## src/rtl/fpu_issue.sv

```systemverilog
// Issue/writeback sequencer in front of the FPU: latches one request, pulses a one-hot opcode,
// waits for the result (with timeout) and hands it back over valid/ready. Option: FPU_ISSUE_STICKY_FLAGS_EN.
module fpu_issue #(
    parameter int unsigned TIMEOUT_CYCLES = 64
) (
    input  logic        sys_clk,
    input  logic        rst,
    input  logic        req_valid,
    output logic        req_ready,
    input  logic [3:0]  req_op,
    input  logic [31:0] req_x1,
    input  logic [31:0] req_x2,
    input  logic [4:0]  req_rd,
    output logic [9:0]  fpu_opcode,
    output logic [31:0] fpu_x1,
    output logic [31:0] fpu_x2,
    input  logic [31:0] fpu_y,
    input  logic        fpu_ovf,
    input  logic        fpu_unf,
    input  logic        fpu_valid,
    output logic        wb_valid,
    input  logic        wb_ready,
    output logic [4:0]  wb_rd,
    output logic [31:0] wb_data,
    output logic        wb_ovf,
    output logic        wb_unf,
    output logic        wb_err,
    output logic        busy,
    input  logic        flags_clr,
    output logic [2:0]  flags
);

    typedef enum logic [1:0] {
        S_IDLE,
        S_ISSUE,
        S_WAIT,
        S_WB
    } state_t;

    localparam logic [7:0] TIMER_LAST = 8'(TIMEOUT_CYCLES - 1);

    state_t      r_state;
    state_t      w_next;
    logic [3:0]  r_op;
    logic [31:0] r_x1;
    logic [31:0] r_x2;
    logic [4:0]  r_rd;
    logic [7:0]  r_timer;
    logic [31:0] r_wb_data;
    logic        r_wb_ovf;
    logic        r_wb_unf;
    logic        r_wb_err;
    logic        w_illegal;
    logic        w_timeout;
    logic        w_wb_hs;

    assign w_illegal = (req_op > 4'd9);
    assign w_timeout = (r_timer == TIMER_LAST);
    assign w_wb_hs   = (r_state == S_WB) && wb_ready;

    always_ff @(posedge sys_clk) begin
        if (rst) begin
            r_state <= S_IDLE;
        end else begin
            r_state <= w_next;
        end
    end

    // Handshake outputs decode only the state register, never req_valid or wb_ready.
    always_comb begin
        w_next     = r_state;
        req_ready  = 1'b0;
        busy       = 1'b1;
        wb_valid   = 1'b0;
        fpu_opcode = '0;
        case (r_state)
            S_IDLE: begin
                req_ready = 1'b1;
                busy      = 1'b0;
                if (req_valid) begin
                    w_next = w_illegal ? S_WB : S_ISSUE;
                end
            end
            S_ISSUE: begin
                fpu_opcode[r_op] = 1'b1;
                w_next           = S_WAIT;
            end
            S_WAIT: begin
                if (fpu_valid || w_timeout) begin
                    w_next = S_WB;
                end
            end
            S_WB: begin
                wb_valid = 1'b1;
                if (wb_ready) begin
                    w_next = S_IDLE;
                end
            end
            default: w_next = S_IDLE;
        endcase
    end

    always_ff @(posedge sys_clk) begin
        if (rst) begin
            r_op      <= '0;
            r_x1      <= '0;
            r_x2      <= '0;
            r_rd      <= '0;
            r_timer   <= '0;
            r_wb_data <= '0;
            r_wb_ovf  <= 1'b0;
            r_wb_unf  <= 1'b0;
            r_wb_err  <= 1'b0;
        end else begin
            case (r_state)
                S_IDLE: begin
                    if (req_valid) begin
                        r_op <= req_op;
                        r_x1 <= req_x1;
                        r_x2 <= req_x2;
                        r_rd <= req_rd;
                        if (w_illegal) begin
                            r_wb_data <= '0;
                            r_wb_ovf  <= 1'b0;
                            r_wb_unf  <= 1'b0;
                            r_wb_err  <= 1'b1;
                        end
                    end
                end
                S_ISSUE: r_timer <= '0;
                S_WAIT: begin
                    // A result arriving on the timeout cycle still counts as a good completion.
                    if (fpu_valid) begin
                        r_wb_data <= fpu_y;
                        r_wb_ovf  <= fpu_ovf;
                        r_wb_unf  <= fpu_unf;
                        r_wb_err  <= 1'b0;
                    end else if (w_timeout) begin
                        r_wb_data <= '0;
                        r_wb_ovf  <= 1'b0;
                        r_wb_unf  <= 1'b0;
                        r_wb_err  <= 1'b1;
                    end else if (r_timer != '1) begin
                        r_timer <= r_timer + 8'd1;
                    end
                end
                default: ;
            endcase
        end
    end

`ifdef FPU_ISSUE_STICKY_FLAGS_EN
    logic [2:0] r_flags;
    logic [2:0] w_done_bits;

    assign w_done_bits = {r_wb_err, r_wb_ovf, r_wb_unf};

    always_ff @(posedge sys_clk) begin
        if (rst) begin
            r_flags <= '0;
        end else if (w_wb_hs) begin
            r_flags <= flags_clr ? w_done_bits : (r_flags | w_done_bits);
        end else if (flags_clr) begin
            r_flags <= '0;
        end
    end

    assign flags = r_flags;
`else
    logic w_unused;
    assign w_unused = flags_clr ^ w_wb_hs;
    assign flags    = '0;
`endif

    assign fpu_x1  = r_x1;
    assign fpu_x2  = r_x2;
    assign wb_rd   = r_rd;
    assign wb_data = r_wb_data;
    assign wb_ovf  = r_wb_ovf;
    assign wb_unf  = r_wb_unf;
    assign wb_err  = r_wb_err;

endmodule

```

## config.mk

```make
export PLATFORM = sky130hd
export DESIGN_NAME = fpu_issue
export DESIGN_NICKNAME = d
export VERILOG_FILES = /design/src/rtl/fpu_issue.sv
export SDC_FILE = /design/constraint.sdc
export NUM_CORES = 1
export LEC_CHECK = 0
export ABC_CLOCK_PERIOD_IN_PS = 1990
export BUFFER_PORTS_ARGS = -buffer_cell sky130_fd_sc_hd__clkbuf_2
export CAP_MARGIN = 30
export CORE_UTILIZATION = 28
export CTS_BUF_LIST = sky130_fd_sc_hd__clkbuf_16
export DETAILED_ROUTE_END_ITERATION = 7
export HOLD_SLACK_MARGIN = 0.08
export SYNTH_ARGS = -nofsm -noshare
export SYNTH_HDL_FRONTEND = slang
export SYNTH_SLANG_ARGS = --single-unit
```

## constraint.sdc

```tcl
create_clock -name sys_clk -period 1.99 [get_ports sys_clk]
set_clock_uncertainty 0.2 [all_clocks]
set_input_delay 0.398 -clock sys_clk [delete_from_list [all_inputs] [get_ports sys_clk]]
set_output_delay 0.398 -clock sys_clk [all_outputs]
set_load 0.1 [all_outputs]
```

### After elaboration in Yosys (flattened, before gate mapping)

Index checks and enable logic that the tools add are counted.

* word-level logic and storage cells: 68
* bits in registers: 118
* bits of input ports: 113

* equal/unequal tests: 13
* reduce and logical (&&, ||, !) cells: 9
* add/sub/neg operators: 1
* mux-type cells: 32
* $lt $le $gt $ge: 3

Operators by type and width (count)
* $mux 32: 4
* $pmux 32 s2: 1
* $mux 8: 3
* $pmux 8 s2: 1
* $ne 2x2->1 const B: 7
* $mux 1: 13
* $mux 10: 1
* $add 8x1->8 const B: 1
* $eq 8x6->1 const B: 1
* $mux 2: 4
* $ne 8x8->1 const B: 1
* $pmux 2 s4: 1
* $reduce_and 4->1: 2
* $pmux 1 s2: 3
* $lt 4x5->1 const B: 1
* $demux 1 s4: 1
* $eq 2x2->1 const B: 2
* $ge 4x1->1 const B: 1
* $gt 4x4->1 const B: 1
* $reduce_bool 2->1: 2
* $ne 3x3->1 const B: 1
* $reduce_and 3->1: 1
* $eq 2x1->1 const B: 1
* $logic_not 2->1: 1
* 3 further kinds: 3

### Logic depth before layout (Yosys ltp)

Gate-level depths: netlist of run 1.

* depth in word-level cells: 5
* mapped depth: 8

### Least setup slack after synthesis of run 1

Ideal clock, no wire load.

* path kind: reg-to-output
* start point: register r_state[1]
* end point: output fpu_opcode[9]
* cell stages (with the launch flop): 5
* data arrival time: 3.832 ns
* data required time: 1.392 ns
* slack: -2.440 ns
* buffers on the path: 0
* cells stage by stage: dfxtp_1 inv_1 ha_1 nand2_1 nor4b_1

* longest elaborated chain between the ends: 2

Ends and longest elaborated chain
* start, declared: RTL line 42 `state_t r_state;`
* start signal, assigned: RTL line 65 `r_state <= w_next;`
* $eq 2x1->1: RTL line 76 `case (r_state)`
* $mux 10: RTL line 76
* end, declared: RTL line 14 `output logic [9:0] fpu_opcode,`

Every way passes these cells.

### Final worst setup path of run 1

* start point: register r_state[1]
* end point: output fpu_opcode[6]

The elaborated chain is that of the path after synthesis.

==> results.md, run 1 <==
* Status: complete, but fails checks
* Failing checks: setup timing
* Switching Power at 4.79 mW
* Port bufs at 228
* Worst VDD drop at 0.000849 V
* EDFF count, synth at 0
* Library cells used by synthesis at 46
* Post-layout util at 0.526
* Comb power frac at 0.465
* F_max at 0.426 GHz
* Gate Count Post-Synth at 500
* Worst Setup SP: r_state[1]
* Global-route wire length before repair at 22.3 mm
* CTS buffer count at 17
* Max cap viols at 0
* CTS Buffer Depth at 2
* DRC at 0
* Placer Congestion at 0.743
* Clock network power share at 0.266
* CTS tree: built
* Congestion Overflow GR at 0
* Lkg Pwr at 3.55 nW
* Area after DPL at 6210 um2
* Cell Pwr Density at 1330 nW/um2
* Initial DRC Count at 150
* Ant. Diodes at 0
* Worst path required time at 1.39 ns
* Chip width at 127 um
* Synth Area in Simple Gates at 0.194
* Synth-to-Final Area Change at 83.1%
* Synth Flop Type: dfxtp_1
* ANT nets after route at 0
* Synth warnings at 0
* Post-Synth Adder-Cell Area at 0.0172
* CTS root buf: clkbuf_16
* Most common cell after layout, fill and taps aside: clkbuf_2
* Final Hold Viols at 0
* Sequential power share at 0.269
* CORE AREA at 15,200 um2
* Largest family of logic cells by synthesized area: compound AO/OA/AOI/OAI gates
* Row count at 45
* Largest net degree at the start of global routing at 79
* DRT Wirelength at 14.2 mm
* Crit path capture type: output pin
* Avg Synthesized Cell Area at 8.74 um2
* Worst hold start: fpu_valid
* Post-route clock period utilization at 1.18
* Vias in the first global route at 4,754
* Wirelength per Cell at 13.4 um
* DIE AREA at 16,100 um2
* Worst r2r src: r_state[1]
* Synthesized flop and latch total at 118
* Total track usage at 0.175
* Pint at 5.84 mW
* Post-layout min period at 2.34 ns
* Commonest cells after routing, fill and taps aside: clkbuf_2 (214), nand2_1 (156), dfxtp_1 (116)
* Sequential share of the synthesized area at 0.541
* Clock-pin slew on the worst setup and hold paths at 0.05 ns
* Final nets at 975
* Worst-Skew Late Latency at 0.40 ns
* Post-route cell area at 8000 um2
* Synth Area in Compound Gates at 0.201
* Worst path arrival time at 1.75 ns
* Crit path max fanout at 3
* Startpoint Class: register
* Asr flop ratio synth at 0
* Setup tns final at -2.86 ns
* Clock Sinks at 118
* Initial antenna violation count at 0
* First-pass DRT Iterations at 4
* Post-DP HPWL at 8.35 mm
* Layout cells sized above 1 at 0.372
* Share of synthesized area spent on multiplexers at 0.00258
* Setup CP Type: reg -> out
* Setup violations, final at 27
* XOR/XNOR Fraction of Synth Area at 0.00372
* Boundary Pins at 233
* Slew @ Worst Pin at 0.578 ns
* Unrepaired setup endpoints after global routing: true
* Vias/cell at 4.53
* Slew headroom at 0.616
* Vias post-DR at 4,787
* Initial core utilization at 0.287
* Synthesized area at 4370 um2
* # H-tree levels at 4
* Final slew viol count at 0
* Sw Share at 0.451
* Die Span Y at 127 um
* Post-layout power at 10.6 mW
* Worst Setup Slack, final at -0.355 ns
* Worst Hold Class: in -> reg
## cell usage after synthesis (all sizes together) (2+ instances only)
library cell | number | area share
nand2 | 158 | 0.14
dfxtp | 118 | 0.54
a21oi | 79 | 0.091
a22o | 34 | 0.068
clkbuf | 29 | 0.025
nor2 | 12 | 0.010
buf | 7 | 0.010
ha | 6 | 0.017
nand3 | 6 | 0.0097
inv | 5 | 0.0043
nand2b | 4 | 0.0057
nor3 | 3 | 0.0034
nor4b | 3 | 0.0060
o211ai | 3 | 0.0052
o31ai | 3 | 0.0063
a211oi | 2 | 0.0046
and3 | 2 | 0.0029
nand4b | 2 | 0.0040
nor2b | 2 | 0.0029
o21ai | 2 | 0.0023
o41ai | 2 | 0.0083
## area by class of cell
cell class / instances / area, um2
Timing Repair Buffer: 371 / 2830
Clock inverter: 14 / 119
Multi-Input combinational cell: 343 / 2000
Fill cell: 1346 / 7200
Inverter: 5 / 22.5
Tap cell: 188 / 235
Sequential cell: 118 / 2370
Clock buffer: 17 / 425
## per-stage QoR
| step | worst slack, ns | hold slack [ns] | cells |
|---|---|---|---|
| after floorplan | -0.484 | 0.258 | 502 |
| after global placement | 0.0268 | 0.241 | 909 |
| after detailed placement | 0.0214 | 0.245 | 909 |
| after CTS | -0.380 | 0.108 | 1051 |
| after global routing | -0.420 | 0.118 | 1056 |
| final | -0.355 | 0.133 | 1056 |
## cells by family after synthesis
group,after synthesis
and+or+nand+nor,200
AOI/OAI and AO/OA,132
DFF,118
buffers and inverters,41
adders and majority gates,6
other,1
xor gates and xnor gates,1
muxes,1
## sequential cells by signal, indices dropped and copies added (netlist names)
name,flops
fpu_x1,32
fpu_x2,32
wb_data,32
r_timer,8
wb_rd,5
r_op,4
r_state,2
wb_err,1
wb_ovf,1
wb_unf,1
## worst paths after layout
path / end / slack [ns] / cells after the start
worst max-delay path: fpu_opcode[6] / -0.35 / 6
worst min-delay path: wb_err / 0.13 / 3
worst max register to register: wb_data[5] / -0.02 / 9
worst min register to register: fpu_x1[22] / 0.25 / 2
## layer usage
| layer | vias to the layer above | part of all wire | track usage |
|---|---|---|---|
| li1 | 2415 | - | - |
| met1 | 2158 | 0.41 | 0.189 |
| met2 | 200 | 0.50 | 0.315 |
| met3 | 14 | 0.075 | 0.0599 |
| met4 | 0 | 0.015 | 0.0665 |
| met5 | - | 0 | 0 |
## power groups by stage
stage / registers [mW] / clock network, mW / logic [mW]
after floorplan: 4.78 / 0 / 1.55
after global placement: 2.88 / 0 / 4.63
after detailed placement: 2.89 / 0 / 4.63
after CTS: 2.86 / 2.90 / 4.93
after global routing: 2.90 / 3.00 / 5.21
final: 2.86 / 2.83 / 4.94
## what timing repair did
action,4_1_cts,5_1_grt
setup buffers,5,1
gates cloned,0,4
endpoints found under the setup margin,11,48
hold endpoints to repair,107,0
resized for setup,6,4
hold buffers,107,0
pin swaps,3,2
## worst max-delay path, stage by stage (launching register included)
cell	delay (ns)
dfxtp_2	0.32
inv_2	0.07
ha_4	0.12
or3b_4	0.40
buf_12	0.15
nor2_4	0.09
buf_12	0.18
No activity file was read; power rests on OpenSTA's default activity.
==> run 2: changes to the inputs <==
- BUFFER_PORTS_ARGS: -buffer_cell sky130_fd_sc_hd__clkbuf_2 -> -buffer_cell sky130_fd_sc_hd__buf_2
==> run 2 against run 1 <==
Compared with the run above: the flow still finishes with violations (setup timing); clock power increased by 8.8%; design area up 1.2%; sequential power is essentially flat; sequential cell count stayed put; worst hold slack better by 0.081 ns; via count increased by 1.7%; utilization grew 0.64 points; critical path depth stayed put; non-clock buffer count increased by 2; count of clock-buffer cells in the layout unchanged; critical path type unchanged; largest cell class unchanged; largest power group unchanged.
==> results.md, run 2 (same netlist as run 1, synthesis figures left out) <==
* ANT nets after route at 0
* Final slew viol count at 0
* # fillers at 1,329
* Worst Hold Class: in -> reg
* Post-route clock period utilization at 1.20
* Clock Sinks at 118
* Cell Pwr Density at 1360 nW/um2
* DR WL met3 at 1.03 mm
* Worst path required time at 1.39 ns
* Port bufs at 228
* Switching Power at 4.82 mW
* DR top layer: met4
* CORE AREA at 15,200 um2
* Sw Share at 0.437
* Failing checks: setup timing
* Worst Setup Slack, final at -0.393 ns
* Total track usage at 0.178
* CTS buffer count at 17
* Met2 wire length at 7.08 mm
* Area of the multi-input gates at 2040 um2
* Vias/cell at 4.60
* Final Hold Viols at 0
* Crit path capture type: output pin
* F_max at 0.420 GHz
* Worst path arrival time at 1.78 ns
* Unrepaired setup endpoints after global routing: true
* # H-tree levels at 4
* Boundary Pins at 233
* CTS tree: built
* Lkg Pwr at 3.65 nW
* Setup WS pre-CTS at 0.0141 ns
* CTS root buf: clkbuf_16
* Final nets at 977
* Row count at 45
* Startpoint Class: register
* Sequential power share at 0.258
* Vias post-DR at 4,868
* Vias in the first global route at 4,788
* DRT Wirelength at 14.4 mm
* Clock network power share at 0.279
* Slew headroom at 0.655
* Initial antenna violation count at 1
* Pint at 6.20 mW
* Initial core utilization at 0.287
* CTS Buffer Depth at 2
* Worst VDD drop at 0.000970 V
* Worst-Skew Late Latency at 0.41 ns
* R2r setup slk at 0.01 ns
* Initial DRC Count at 171
* Wirelength per Cell at 13.6 um
* Commonest cells after routing, fill and taps aside: buf_2 (215), nand2_1 (156), dfxtp_1 (116)
* Setup CP Type: reg -> out
* Placer Congestion at 0.752
* Most common cell after layout, fill and taps aside: buf_2
* Die Span Y at 127 um
* Slew @ Worst Pin at 0.521 ns
* Layout cells sized above 1 at 0.376
* Chip width at 127 um
* Setup violations, final at 25
* WHS at 0.213 ns
* Comb power frac at 0.462
* Storage cell area at 2370 um2
* Synth-to-Final Area Change at 85.3%
* DRC at 0
* M1 WL at 6.01 mm
* Max cap viols at 0
* Crit path max fanout at 3
* Post-layout min period at 2.38 ns
* Status: complete, but fails checks
* Clock-pin slew on the worst setup and hold paths at 0.05 ns
* Largest net degree at the start of global routing at 50
* Setup tns final at -3.08 ns
* Congestion Overflow GR at 0
* DIE AREA at 16,100 um2
* Post-DP HPWL at 8.39 mm
* Global-route wire length before repair at 22.7 mm
* First-pass DRT Iterations at 6
run 2: changes by cell type in the layout (fill, tap and decap cells not counted), sizes merged:
cell	change
buf	+216
bufinv	+2
clkbuf	-215
clkinv	-4
diode	+1
dlygate4sd3	+1
inv	+2
run 2: critical path, cell delays in order, from the launching register on:
cell	delay, ns
dfxtp_2	0.32
inv_2	0.08
ha_4	0.14
or3b_4	0.41
buf_12	0.15
nor2_4	0.09
buf_12	0.18
run 2: path summary, 6_finish.rpt:
| check | cells after the start | endpoint | from |
|---|---|---|---|
| max | 6 | fpu_opcode[6] | r_state[1] |
| min | 4 | r_timer[7] | rst |
| max reg2reg | 9 | wb_ovf | r_state[1] |
| min reg2reg | 2 | fpu_x2[12] | fpu_x2[12] |
run 2: stage by stage:
| stage | power (mW) | cell area, um2 | instances | utilization |
|---|---|---|---|---|
| floorplan | 6.34 | 4540 | 502 | - |
| global placement | 7.47 | 6180 | 907 | 0.407 |
| detailed placement | 7.48 | 6180 | 907 | 0.407 |
| CTS | 11.0 | 8000 | 1055 | 0.526 |
| global route | 11.6 | 8100 | 1059 | 0.533 |
| finish | 11.0 | 8100 | 1059 | 0.533 |
run 2: cell type report:
type / count / area share
inverter: 5 / 0.00278
antenna: 1 / 0.000309
clock inverter: 14 / 0.0209
clock buffer: 17 / 0.0525
timing repair buffer: 373 / 0.351
multi-input combinational: 343 / 0.252
sequential: 118 / 0.292
tap: 188 / 0.0290
run 2: power groups by stage:
stage	logic (mW)	clock network (mW)	registers, mW
6_report	5.10	3.08	2.85
5_1_grt	5.38	3.29	2.89
4_1_cts	5.02	3.17	2.85
3_5_place_dp	4.60	0	2.88
3_3_place_gp	4.60	0	2.87
2_1_floorplan	1.55	0	4.78
run 2: what timing repair did:
item,in CTS,in global routing
cloned,0,3
setup endpoints to repair,12,108
buffers inserted,9,3
pin swaps,8,6
endpoints found under the hold margin,108,0
resized for setup,15,10
hold buffers,108,0
run 2: metal layers:
layer  global-route usage  vias up
met4               0.0735        0
met2                0.308      189
met3               0.0671       21
met1                0.197     2235
met5                    0        -
li1                     -     2423
